--- config.mk ---
export PLATFORM = sky130hd
export DESIGN_NAME = multicycle_control
export DESIGN_NICKNAME = d
export VERILOG_FILES = /design/src/rtl/mips_pkg.sv /design/src/rtl/alu_decoder.sv /design/src/rtl/multicycle_control.sv
export SDC_FILE = /design/constraint.sdc
export NUM_CORES = 1
export LEC_CHECK = 0
export ABC_AREA = 1
export CORE_MARGIN = 4
export CORE_UTILIZATION = 37
export DETAILED_ROUTE_END_ITERATION = 8
export GPL_TIMING_DRIVEN = 0
export PLACE_DENSITY_LB_ADDON = 0.12
export REMOVE_ABC_BUFFERS = 1
export SLEW_MARGIN = 20
export SYNTH_ARGS = -nofsm -noshare
export SYNTH_HDL_FRONTEND = slang
export SYNTH_HIERARCHICAL = 1
export SYNTH_SLANG_ARGS = --single-unit
--- constraint.sdc ---
create_clock -name clk -period 1.6 [get_ports clk]
set_input_delay 0.48 -clock clk [delete_from_list [all_inputs] [get_ports clk]]
set_output_delay 0.48 -clock clk [all_outputs]
set_load 0.02 [all_outputs]
--- src/rtl/mips_pkg.sv ---
// Shared definitions for the multicycle MIPS control path: ALU codes,
// opcode/funct values, FSM state encoding and datapath mux selects.
package mips_pkg;

  // ALU operation codes
  localparam logic [3:0] ALU_AND = 4'b0000;
  localparam logic [3:0] ALU_OR  = 4'b0001;
  localparam logic [3:0] ALU_ADD = 4'b0010;
  localparam logic [3:0] ALU_SUB = 4'b0110;
  localparam logic [3:0] ALU_SLT = 4'b0111;
  localparam logic [3:0] ALU_NOR = 4'b1100;
  localparam logic [3:0] ALU_SLL = 4'b1000;

  // Opcodes (IR[31:26])
  localparam logic [5:0] OP_RTYPE = 6'h00;
  localparam logic [5:0] OP_J     = 6'h02;
  localparam logic [5:0] OP_BEQ   = 6'h04;
  localparam logic [5:0] OP_BNE   = 6'h05;
  localparam logic [5:0] OP_ADDI  = 6'h08;
  localparam logic [5:0] OP_LW    = 6'h23;
  localparam logic [5:0] OP_SW    = 6'h2B;

  // R-type funct codes (IR[5:0])
  localparam logic [5:0] F_SLL = 6'h00;
  localparam logic [5:0] F_ADD = 6'h20;
  localparam logic [5:0] F_SUB = 6'h22;
  localparam logic [5:0] F_AND = 6'h24;
  localparam logic [5:0] F_OR  = 6'h25;
  localparam logic [5:0] F_NOR = 6'h27;
  localparam logic [5:0] F_SLT = 6'h2A;

  // Main control FSM states; codes 13-15 are unused
  typedef enum logic [3:0] {
    S_FETCH  = 4'd0,
    S_DECODE = 4'd1,
    S_MEMADR = 4'd2,
    S_MEMRD  = 4'd3,
    S_MEMWB  = 4'd4,
    S_MEMWR  = 4'd5,
    S_EXEC   = 4'd6,
    S_ALUWB  = 4'd7,
    S_BRANCH = 4'd8,
    S_ADDIEX = 4'd9,
    S_ADDIWB = 4'd10,
    S_JUMP   = 4'd11,
    S_HALT   = 4'd12
  } state_t;

  // ALU A operand select
  localparam logic [1:0] ASA_PC    = 2'b00;
  localparam logic [1:0] ASA_A     = 2'b01;
  localparam logic [1:0] ASA_SHAMT = 2'b10;

  // ALU B operand select
  localparam logic [1:0] ASB_B       = 2'b00;
  localparam logic [1:0] ASB_FOUR    = 2'b01;
  localparam logic [1:0] ASB_IMM     = 2'b10;
  localparam logic [1:0] ASB_IMM_SH2 = 2'b11;

  // PC source select
  localparam logic [1:0] PCS_ALU    = 2'b00;
  localparam logic [1:0] PCS_ALUOUT = 2'b01;
  localparam logic [1:0] PCS_JUMP   = 2'b10;

endpackage

--- src/rtl/alu_decoder.sv ---
// Combinational R-type funct decoder: ALU operation, shift flag and
// validity. Kept standalone so a pipelined core can reuse it.
module alu_decoder
  import mips_pkg::*;
(
  input  logic [5:0] i_funct,
  output logic [3:0] o_alu_control,
  output logic       o_is_shift,
  output logic       o_funct_valid
);

  // Map funct to ALU op; unknown funct reports invalid and falls back to ADD
  always_comb begin
    o_alu_control = ALU_ADD;
    o_is_shift    = 1'b0;
    o_funct_valid = 1'b1;
    case (i_funct)
      F_ADD:   o_alu_control = ALU_ADD;
      F_SUB:   o_alu_control = ALU_SUB;
      F_AND:   o_alu_control = ALU_AND;
      F_OR:    o_alu_control = ALU_OR;
      F_NOR:   o_alu_control = ALU_NOR;
      F_SLT:   o_alu_control = ALU_SLT;
      F_SLL: begin
        o_alu_control = ALU_SLL;
        o_is_shift    = 1'b1;
      end
      default: o_funct_valid = 1'b0;
    endcase
  end

endmodule

--- src/rtl/multicycle_control.sv ---
// Multicycle MIPS main control FSM. Moore decode of the state register
// plus opcode/funct/zero_flag terms drives the shared datapath.
module multicycle_control
  import mips_pkg::*;
#(
  parameter bit SUPPORT_BNE     = 1'b1,
  parameter bit HALT_ON_ILLEGAL = 1'b0
) (
  input  logic       clk,
  input  logic       reset,
  input  logic [5:0] opcode,
  input  logic [5:0] funct,
  input  logic       zero_flag,
  output logic       pc_en,
  output logic       iord,
  output logic       mem_write,
  output logic       ir_write,
  output logic       reg_dst,
  output logic       mem_to_reg,
  output logic       reg_write,
  output logic [1:0] alu_src_a,
  output logic [1:0] alu_src_b,
  output logic [1:0] pc_src,
  output logic [3:0] alu_control,
  output logic       instr_done,
  output logic       illegal_op,
  output logic [3:0] state
);

  state_t     r_state;
  state_t     w_next;
  state_t     w_dec_state;
  state_t     w_illegal_next;
  logic [3:0] w_alu_fn;
  logic       w_is_shift;
  logic       w_funct_valid;
  logic       w_op_legal;

  alu_decoder u_alu_decoder (
    .i_funct       (funct),
    .o_alu_control (w_alu_fn),
    .o_is_shift    (w_is_shift),
    .o_funct_valid (w_funct_valid)
  );

  assign w_illegal_next = HALT_ON_ILLEGAL ? S_HALT : S_FETCH;
  // While reset is held, outputs decode as FETCH regardless of the register
  assign w_dec_state    = reset ? S_FETCH : r_state;
  assign state          = r_state;

  // Opcode legality as seen in DECODE
  always_comb begin
    w_op_legal = 1'b0;
    case (opcode)
      OP_LW, OP_SW, OP_RTYPE, OP_BEQ, OP_ADDI, OP_J: w_op_legal = 1'b1;
      OP_BNE:  w_op_legal = SUPPORT_BNE;
      default: w_op_legal = 1'b0;
    endcase
  end

  // State register with synchronous reset
  always_ff @(posedge clk) begin
    if (reset) r_state <= S_FETCH;
    else       r_state <= w_next;
  end

  // Next-state logic
  always_comb begin
    w_next = S_FETCH;
    case (r_state)
      S_FETCH:  w_next = S_DECODE;
      S_DECODE: begin
        if (!w_op_legal) w_next = w_illegal_next;
        else begin
          case (opcode)
            OP_LW, OP_SW:   w_next = S_MEMADR;
            OP_RTYPE:       w_next = S_EXEC;
            OP_BEQ, OP_BNE: w_next = S_BRANCH;
            OP_ADDI:        w_next = S_ADDIEX;
            OP_J:           w_next = S_JUMP;
            default:        w_next = w_illegal_next;
          endcase
        end
      end
      S_MEMADR: w_next = (opcode == OP_LW) ? S_MEMRD : S_MEMWR;
      S_MEMRD:  w_next = S_MEMWB;
      S_EXEC:   w_next = w_funct_valid ? S_ALUWB : w_illegal_next;
      S_ADDIEX: w_next = S_ADDIWB;
      S_HALT:   w_next = S_HALT;
      default:  w_next = S_FETCH;
    endcase
  end

  // Output decode; write enables and pulses are suppressed during reset
  always_comb begin
    pc_en       = 1'b0;
    iord        = 1'b0;
    mem_write   = 1'b0;
    ir_write    = 1'b0;
    reg_dst     = 1'b0;
    mem_to_reg  = 1'b0;
    reg_write   = 1'b0;
    alu_src_a   = ASA_PC;
    alu_src_b   = ASB_B;
    pc_src      = PCS_ALU;
    alu_control = ALU_ADD;
    instr_done  = 1'b0;
    illegal_op  = 1'b0;
    case (w_dec_state)
      S_FETCH: begin
        ir_write  = 1'b1;
        pc_en     = 1'b1;
        alu_src_b = ASB_FOUR;
      end
      S_DECODE: begin
        alu_src_b  = ASB_IMM_SH2;
        illegal_op = ~w_op_legal;
      end
      S_MEMADR, S_ADDIEX: begin
        alu_src_a = ASA_A;
        alu_src_b = ASB_IMM;
      end
      S_MEMRD: iord = 1'b1;
      S_MEMWB: begin
        mem_to_reg = 1'b1;
        reg_write  = 1'b1;
        instr_done = 1'b1;
      end
      S_MEMWR: begin
        iord       = 1'b1;
        mem_write  = 1'b1;
        instr_done = 1'b1;
      end
      S_EXEC: begin
        alu_src_a   = w_is_shift ? ASA_SHAMT : ASA_A;
        alu_control = w_alu_fn;
        illegal_op  = ~w_funct_valid;
      end
      S_ALUWB: begin
        reg_dst    = 1'b1;
        reg_write  = 1'b1;
        instr_done = 1'b1;
      end
      S_BRANCH: begin
        alu_src_a   = ASA_A;
        alu_control = ALU_SUB;
        pc_src      = PCS_ALUOUT;
        instr_done  = 1'b1;
        pc_en       = (opcode == OP_BNE) ? ~zero_flag : zero_flag;
      end
      S_ADDIWB: begin
        reg_write  = 1'b1;
        instr_done = 1'b1;
      end
      S_JUMP: begin
        pc_src     = PCS_JUMP;
        pc_en      = 1'b1;
        instr_done = 1'b1;
      end
      default: ;
    endcase
    if (reset) begin
      pc_en      = 1'b0;
      ir_write   = 1'b0;
      mem_write  = 1'b0;
      reg_write  = 1'b0;
      instr_done = 1'b0;
      illegal_op = 1'b0;
    end
  end

endmodule

==> metrics.md, run 1 <==
| Metric | Value |
|---|---|
| Post-synth EDFFs | `0` |
| DRT Pass-1 Iters | `4` |
| Gr ovfl total | `0` |
| Fin crit period | `~1900 ps` |
| FF+latch count, synth | `4` |
| CP endpoint kind | `primary output` |
| Post-CTS Hold Fix Bufs | `0` |
| Clock Sink Count | `4` |
| Routed WL | `~3500 µm` |
| CP Class | `reg -> out` |
| Finished Layout Cells | `251` |
| Initial antenna violation count | `0` |
| WP data arrival | `roughly 1500 ps` |
| Vias in the first global route | `between 1,000 and 1,500` |
| Max-Cap Viols | `0` |
| Area delta synth->final | `111%` |
| Final hold vios | `0` |
| Ratio of cells with drive above 1 in the final layout | `62.9%` |
| Syn Area/Cell | `about 5 µm²` |
| Initial core utilization | `between 30% and 40%` |
| Status | `finished with violations` |
| Post-Syn Area | `approximately 810 µm²` |
| Clk_lat worst skew | `240 ps` |
| HP Class | `in -> reg` |
| Row count | `16` |
| Power per cell area | `between 200 and 300 nW/µm²` |
| Max FFs per register | `4` |
| Cells after Synth | `about 160` |
| Failing checks | `setup timing` |
| CP Launch Type | `flip-flop` |
| IO Port Bufs | `37` |
| Yosys top cell area share | `15.8%` |
| Pre-CTS setup slack | `-1250 ps` |
| Final worst slack | `-346 ps` |
| Fmax | `between 0.5 and 0.6 GHz` |
| Synth area leader | `nand2_1` |
| Antenna Violating Nets Remaining | `0` |
| N_diodes | `0` |
| Final setup viols | `19` |
| Slew at the pin closest to its max-slew limit | `~280 ps` |
| Via count | `~1,300` |
| 1st-iter DRT viols | `33` |
| CTS H-tree lvls | `1` |
| Final Net Count | `~240` |
| Synth area leaders | `nand2_1 (16%), nand3_1 (15%), nor2_1 (14%)` |
| Die height | `~55 µm` |
| Wirelength per Cell | `13.9 µm` |
| Root Buffer | `clkbuf_4` |
| Pin count of the biggest net entering global routing | `9` |
| Prevailing post-synth register cell | `dfxtp_1` |
| Leak | `~0.00084 µW` |
| Post-synthesis sequential area ratio | `approximately a tenth` |
| Die span in x | `54.7 µm` |
| Top post-synthesis cells by count | `nand2_1 (34), nor2_1 (31), inv_1 (26)` |
| Full die area | `about 3000 µm²` |
| Clock transition at the registers of the reported paths | `~40 ps` |
| Rel. slew slack | `around four fifths` |
| Core ar. | `2020 µm²` |
| Num CTS Buffers | `3` |
| Period utilisation layout | `122%` |
| RSZ-0062 raised after global routing | `true` |
| Worst path most repeated cell | `nor2_4` |
| Vias per cell | `between 5 and 6` |
| Ports | `38` |
| Placed insts | `between 200 and 250` |
| Gpl congestion | `about 0.87` |
| CP max stage delay | `about 380 ps` |
| First-pass GRT wire length | `between 4000 and 5000 µm` |
| Clock Path Buffers | `2` |
| GRT Util Overall | `between 20% and 30%` |
| Ys async rst share | `0%` |
| Data required time of the worst path | `approximately 1100 ps` |
| Fin. max-slew vios | `0` |
| Ys Warns | `6` |
| Clock Skew | `around 6.4 ps` |
| CTS tree | `built` |
| Worst VDD drop | `approximately 480 µV` |
| Slowest cell on crit path | `dfxtp_4` |
| CP cell instances | `inv_4 > nor2_4 > nand2_4 > nor2_4 > inv_2 > or2_1 > buf_6` |
| DRC | `0` |
| Max FO, Critical Path | `5` |
| Most common cell in the synthesized netlist | `nand2_1` |
| Library cells used by synthesis | `20` |
| Hpwl dp | `roughly 2000 µm` |
[power breakdown]
part           switching (µW)  leakage (µW)  total [µW]  internal [µW]
Clock                    43.5     0.0000138         128           84.0
Sequential               6.41     0.0000355         105           98.9
Combinational             148      0.000791         260            112
Total                     198      0.000840         493            295
[through the flow]
stage	cell area [µm²]	TNS, ps	power, µW	util (%)	hold WS (ps)
floorplan	801	-1910	199	-	549
global placement	1200	-21210	284	59.6	668
detailed placement	1200	-21810	287	59.6	671
CTS	1570	-3310	463	77.5	480
global route	1700	-4780	525	84.0	483
finish	1700	-3610	493	84.0	487
[cells in the final DEF (no fill, tap or decap), drive strengths merged, types with 2 or more instances in the layout]
cell,Yosys,layout
clkbuf,0,4
nor3,3,3
nand4,2,2
nand3,27,27
buf,1,57
nor2,40,40
dfxtp,4,4
dlygate4sd2,0,4
nand2,37,37
inv,34,34
a21oi,6,6
[critical path: cells and delay by family, from the launching register on]
family,cells,cell delay (ps)
buffers and inverters,3,260
DFF,1,380
and+or+nand+nor,4,590
[cell families after synthesis]
kind of cell,share of synthesized area (%)
AOI/OAI and AO/OA,6.06
buffers and inverters,16.5
DFF,9.94
and+or+nand+nor,67.5
[area by class of cell]
| cell class | count | area (µm²) |
|---|---|---|
| inverter | 34 | 143 |
| multi-input combinational | 120 | 835 |
| clock buffer | 3 | 22.5 |
| fill | 127 | 324 |
| tap | 27 | 33.8 |
| sequential | 4 | 95.1 |
| timing repair buffer | 63 | 569 |
[layer usage]
metal,global-route usage [%],share of wire (%),up-vias
li1,-,-,623
met5,0,0,-
met4,7.05,3.2,0
met3,4.09,5.8,18
met2,42.7,54,61
met1,24.3,37,600
[path summary, 6_finish.rpt]
kind	from	to	slack, ps	cells after the start
setup / recovery	state[2]	alu_control[1]	-350	7
hold / removal	reset	state[0]	490	2
setup reg to reg	state[0]	state[2]	280	7
hold reg to reg	state[0]	state[0]	680	3
[repair_timing]
| action | CTS | global route |
|---|---|---|
| gates resized for setup | 242 | 31 |
| endpoints found under the hold margin | 0 | 0 |
| pin swaps | 29 | 19 |
| setup buffers | 24 | 6 |
| setup endpoints to repair | 26 | 22 |
Power figures use the tool's default switching activity.
==> run 2, diff against run 1 <==
--- a/config.mk
+++ b/config.mk
@@ -6,7 +6,6 @@
 export NUM_CORES = 1
 export LEC_CHECK = 0
 export ABC_AREA = 1
-export CORE_MARGIN = 4
 export CORE_UTILIZATION = 37
 export DETAILED_ROUTE_END_ITERATION = 8
 export GPL_TIMING_DRIVEN = 0
==> metrics.md, run 2 (synthesized netlist as in run 1, its figures left out) <==
| Metric | Value |
|---|---|
| CTS tree | `built` |
| Switch share | `39.8% (-0.37 points)` |
| Period utilisation layout | `122% (+0.82 points)` |
| Combinational share of power | `52.4% (-0.4 points)` |
| Vias in the first global route | `1,249 (+4.8%)` |
| GRT Util Overall | `28.5% (+6.1 points)` |
| Hpwl dp | `1850 µm (-9.1%)` |
| CP cell instances | `inv_4 > nor2_4 > nand3_1 > nand2_1 > nand2_1 > o211ai_1 > buf_4` |
| 1st-iter DRT viols | `37 (+12%)` |
| Placed insts | `222 (unchanged)` |
| Final setup viols | `18 (-1)` |
| CP endpoint kind | `primary output` |
| Fin. max-slew vios | `0 (unchanged)` |
| Max FO, Critical Path | `5 (unchanged)` |
| Fmax | `0.510 GHz (-0.67%)` |
| First-pass GRT wire length | `5410 µm (+9.5%)` |
| Num CTS Buffers | `3 (unchanged)` |
| Data required time of the worst path | `1120 ps (about the same)` |
| Gpl congestion | `0.882 (+0.86%)` |
| Finished Layout Cells | `250 (-0.40%)` |
| Worst VDD drop | `675 µV (+40%)` |
| Core ar. | `2000 µm² (-0.99%)` |
| Power per cell area | `288 nW/µm² (-0.74%)` |
| Final hold vios | `0 (unchanged)` |
| Final worst slack | `-359 ps (-13.2 ps)` |
| Max-Cap Viols | `0 (unchanged)` |
| Most frequent cells in the layout | `nand2_1 (27), buf_4 (26), buf_6 (25)` |
| Max FFs per register | `4 (unchanged)` |
| Vias per cell | `5.20 (+0.17%)` |
| Power, Total | `493 µW (about the same)` |
| WP data arrival | `1480 ps (about the same)` |
| N_diodes | `0 (unchanged)` |
| Worst path most repeated cell | `nand2_1` |
| Die height | `48.7 µm (-11%)` |
| CP max stage delay | `390 ps (about the same)` |
| Initial antenna violation count | `0 (unchanged)` |
| CP Class | `reg -> out` |
| Ports | `38 (unchanged)` |
| DRC | `0 (unchanged)` |
| Clock network fraction of total power | `25.7% (-0.2 points)` |
| Post-Place Cell Area | `1200 µm² (unchanged)` |
| Final Net Count | `240 (-0.41%)` |
| Clock Skew | `4.63 ps (-1.75 ps)` |
| Area delta synth->final | `112%` |
| Clock transition at the registers of the reported paths | `40 ps (about the same)` |
| Leak | `0.000844 µW (+0.47%)` |
| Root Buffer | `clkbuf_4` |
| Ratio of cells with drive above 1 in the final layout | `64.1% (+1.2 points)` |
| Via count | `1,299 (-0.23%)` |
| CP Launch Type | `flip-flop` |
| Antenna Violating Nets Remaining | `0 (unchanged)` |
| Psw | `196 µW (-0.99%)` |
| CTS H-tree lvls | `1 (unchanged)` |
| Fin crit period | `1960 ps (+13.2 ps)` |
| P_int | `296 µW (+0.53%)` |
| Slowest cell on crit path | `dfxtp_4` |
| Wirelength per Cell | `14.2 µm (+2.0%)` |
| Commonest non-fill, non-tap cell in the layout | `nand2_1` |
| Row count | `16 (unchanged)` |
| Final Instance Area | `1710 µm² (+0.66%)` |
| Clk_lat worst skew | `240 ps (about the same)` |
| Die span in x | `48.7 µm (-11%)` |
| IO Port Bufs | `37 (unchanged)` |
| Status | `finished with violations` |
| Initial core utilization | `40.3% (+0.40 points)` |
| RSZ-0062 raised after global routing | `true` |
| Rel. slew slack | `76.5% (-4.5 points)` |
| Failing checks | `setup timing` |
| DRT Pass-1 Iters | `4 (unchanged)` |
| Flop pwr share | `21.9% (+0.5 points)` |
| Filler Cell Count | `121 (-4.7%)` |
| Pin count of the biggest net entering global routing | `9 (unchanged)` |
| Clock Path Buffers | `2 (unchanged)` |
| Gr ovfl total | `0 (unchanged)` |
| Slew at the pin closest to its max-slew limit | `351 ps (+67.7 ps)` |
| Final Util | `85.4% (+1.4 points)` |
| Full die area | `2370 µm² (-21%)` |
| Routed WL | `3550 µm (+1.6%)` |
| Clock Sink Count | `4 (unchanged)` |
| HP Class | `in -> reg` |
-- run 2: metal layers --
layer | vias to the layer above | part of all wire, % | GRT usage [%]
met5 | - | 0 | 0
met3 | 15 | 7.6 | 6.29
met1 | 584 | 41 | 34.5
met2 | 71 | 48 | 48.4
li1 | 629 | - | -
met4 | 0 | 3.0 | 11.3
-- run 2: cell type report --
cell class | instances | area (µm²) | share of cell area (%)
flip-flops and latches | 4 | 92.6 | 5.42
clock buffers | 3 | 22.5 | 1.32
multi-input cells | 120 | 817 | 47.8
inverters | 34 | 150 | 8.78
repair buffers | 62 | 593 | 34.7
well taps | 27 | 33.8 | 1.98
-- run 2: worst max-delay path, delay by kind of cell, from the launching register on --
kind,cells,cell delay [ps]
AND/OR/NAND/NOR,4,510
flip-flops,1,390
buffers and inverters,2,230
AO/OA/AOI/OAI,1,120
-- run 2: final timing paths --
| check | from | to | slack [ps] | depth (start not counted) |
|---|---|---|---|---|
| setup reg to reg | state[1] | state[2] | 200 | 7 |
| setup / recovery | state[3] | alu_src_a[0] | -360 | 7 |
| hold reg to reg | state[0] | state[0] | 670 | 3 |
| hold / removal | reset | state[3] | 480 | 2 |
-- run 2: stage by stage --
stage	worst slack [ps]	setup TNS [ps]	hold slack, ps
floorplan	-370	-1910	549
global placement	-1230	-20940	671
detailed placement	-1240	-21250	670
CTS	-321	-3130	469
global route	-452	-4920	486
finish	-359	-3820	481
-- run 2: timing repair --
action | 4_1_cts | 5_1_grt
setup endpoints to repair | 26 | 23
resized for setup | 249 | 41
pin swaps | 27 | 24
hold buffers | 0 | 0
setup buffers | 25 | 9
cloned | 0 | 0
-- run 2: power groups by stage --
stage / combinational (µW) / sequential (µW) / clock [µW]
final: 258 / 108 / 127
after floorplan: 86.1 / 113 / 0
after global routing: 276 / 108 / 138
after detailed placement: 174 / 110 / 0
after global placement: 173 / 110 / 0
after CTS: 229 / 107 / 129
==> run 3, diff against run 2 <==
--- a/config.mk
+++ b/config.mk
@@ -6,7 +6,9 @@
 export NUM_CORES = 1
 export LEC_CHECK = 0
 export ABC_AREA = 1
-export CORE_UTILIZATION = 37
+export CELL_PAD_IN_SITES_DETAIL_PLACEMENT = 1
+export CELL_PAD_IN_SITES_GLOBAL_PLACEMENT = 1
+export CORE_UTILIZATION = 23
 export DETAILED_ROUTE_END_ITERATION = 8
 export GPL_TIMING_DRIVEN = 0
 export PLACE_DENSITY_LB_ADDON = 0.12
==> metrics.md, run 3 (synthesized netlist as in run 1, its figures left out) <==
| Metric | Value |
|---|---|
| Wirelength per Cell | `15.2 µm (+7.1%)` |
| Num CTS Buffers | `3 (unchanged)` |
| 1st-iter DRT viols | `34 (-8.1%)` |
| Clock Skew | `1.59 ps (-3.04 ps)` |
| HP Start | `reset` |
| Hpwl dp | `2320 µm (+26%)` |
| GR Layer Usage met3 | `2.52% (-3.8 points)` |
| Busiest grt layer | `met2` |
| Most frequent cells in the layout | `buf_4 (34), buf_6 (32), nand2_1 (23)` |
| RSZ-0062 raised after global routing | `true` |
| Die span in x | `61.2 µm (+26%)` |
| Fmax | `0.521 GHz (+2.1%)` |
| Failing checks | `setup timing` |
| Worst r2r dst | `state[1]` |
| Post-CTS Hold Fix Bufs | `0 (unchanged)` |
| Power per cell area | `276 nW/µm² (-4.4%)` |
| Gr ovfl total | `0 (unchanged)` |
| WP data arrival | `1440 ps (-40 ps)` |
| Antenna Violating Nets Remaining | `0 (unchanged)` |
| Initial antenna violation count | `0 (unchanged)` |
| Core ar. | `3340 µm² (+67%)` |
| CTS H-tree lvls | `1 (unchanged)` |
| Met1 GRT Util | `24.1% (-10 points)` |
| Routed WL | `4320 µm (+22%)` |
| Die height | `61.2 µm (+26%)` |
| Power, Total | `524 µW (+6.3%)` |
| HP Class | `in -> reg` |
| Leak | `0.000921 µW (+9.1%)` |
| Slew at the pin closest to its max-slew limit | `292 ps (-58.6 ps)` |
| Via count | `1,334 (+2.7%)` |
| CTS tree | `built` |
| Area delta synth->final | `136%` |
| Clk_lat worst skew | `230 ps (about the same)` |
| CP endpoint kind | `primary output` |
| Initial core utilization | `24.1% (-16 points)` |
| Gpl congestion | `0.815 (-7.5%)` |
| Fin crit period | `1920 ps (-39.4 ps)` |
| Worst reg2reg path depth | `11 (+4)` |
| Data required time of the worst path | `1120 ps (about the same)` |
| Fin. max-slew vios | `0 (unchanged)` |
| Final Net Count | `255 (+6.3%)` |
| Vias in the first global route | `1,406 (+13%)` |
| Final setup viols | `21 (+3)` |
| Commonest non-fill, non-tap cell in the layout | `buf_4` |
| R2r setup slk | `-80 ps (-280 ps)` |
| Vias per cell | `4.70 (-9.6%)` |
| Final worst slack | `-320 ps (+39.4 ps)` |
| Ports | `38 (unchanged)` |
| Full die area | `3740 µm² (+58%)` |
| Clock Path Buffers | `2 (unchanged)` |
| Hold Crit Endpoint | `state[0]` |
| CP Launch Type | `primary input` |
| Cell count of the worst hold path | `2 (unchanged)` |
| CP Class | `in -> out` |
| Pin count of the biggest net entering global routing | `9 (unchanged)` |
| IO Port Bufs | `37 (unchanged)` |
| DRT Pass-1 Iters | `4 (unchanged)` |
| Root Buffer | `clkbuf_4` |
| Clock transition at the registers of the reported paths | `40 ps (about the same)` |
| Clock Sink Count | `4 (unchanged)` |
| Max FFs per register | `4 (unchanged)` |
| Worst VDD drop | `134 µV (-80%)` |
| Status | `finished with violations` |
| Max-Cap Viols | `0 (unchanged)` |
| DRC | `0 (unchanged)` |
| Final Util | `57.0% (-28 points)` |
| Ratio of cells with drive above 1 in the final layout | `68.1% (+3.9 points)` |
| Critical R2R Launch | `state[3]` |
| Period utilisation layout | `120% (-2.5 points)` |
| Final hold vios | `0 (unchanged)` |
| Rel. slew slack | `80.4% (+3.9 points)` |
| GRT Util Overall | `22.5% (-6.0 points)` |
| Max FO, Critical Path | `5 (unchanged)` |
| Worst hold slack | `486 ps (+4.62 ps)` |
| N_diodes | `0 (unchanged)` |
| First-pass GRT wire length | `6240 µm (+15%)` |
| Row count | `21 (+5)` |
| Met2 track demand over resource | `44.7% (-3.7 points)` |
==> run 3: changes by cell type in the layout (fill, tap and decap cells not counted), sizes merged <==
cell / change
buf: +17
clkbuf: -1
dlygate4sd2: -1
==> run 3: metal layers <==
metal,up-vias,routed length (µm)
met5,-,0
met2,28,2420
met3,14,122
li1,656,-
met4,0,137
met1,636,1640
==> run 3: cell type report <==
cell class | count | area (µm²)
clock buffers | 3 | 22.5
fillers | 442 | 1440
inverters | 34 | 148
multi-input cells | 120 | 857
flip-flops and latches | 4 | 95.1
well taps | 46 | 57.6
repair buffers | 77 | 721
==> run 3: how the worst max path moves through the flow <==
| stage | cells after the start | end | startpoint | slack (ps) |
|---|---|---|---|---|
| after floorplan | 6 | pc_en | state[3] | -370 |
| after global placement | 7 | pc_en | reset | -1290 |
| after detailed placement | 7 | pc_en | reset | -1300 |
| after CTS | 7 | alu_control[1] | state[2] | -320 |
| after global routing | 7 | alu_control[1] | state[2] | -370 |
| final | 10 | alu_control[1] | funct[2] | -320 |
==> run 3: what timing repair did <==
| action | in CTS | in global routing |
|---|---|---|
| endpoints found under the setup margin | 26 | 23 |
| pin swaps | 42 | 22 |
| resized for setup | 270 | 30 |
| setup buffers | 43 | 7 |
==> run 3: critical path, stage by stage <==
cell and delay [ps]:
buf_4 130, inv_2 40, nor2_1 90, nand2_1 70
nand2_1 90, nand2_2 70, nand3_2 80, nand2_2 40
or2_1 230, buf_6 130
==> run 3: report_power, final <==
group	switching [µW]	leakage [µW]	total, µW	internal [µW]
Combinational	162	0.000872	292	130
Sequential	7.94	0.0000355	107	98.9
Clock	41.4	0.0000138	125	83.9
==> run 3: per-stage QoR <==
stage,cell area [µm²],cells,setup slack [ps],setup TNS (ps)
6_report,1900,284,-320,-4050
5_1_grt,1900,284,-374,-5400
4_1_cts,1780,281,-324,-3500
3_5_place_dp,1230,241,-1300,-22500
3_3_place_gp,1230,241,-1290,-22070
2_1_floorplan,801,158,-370,-1910
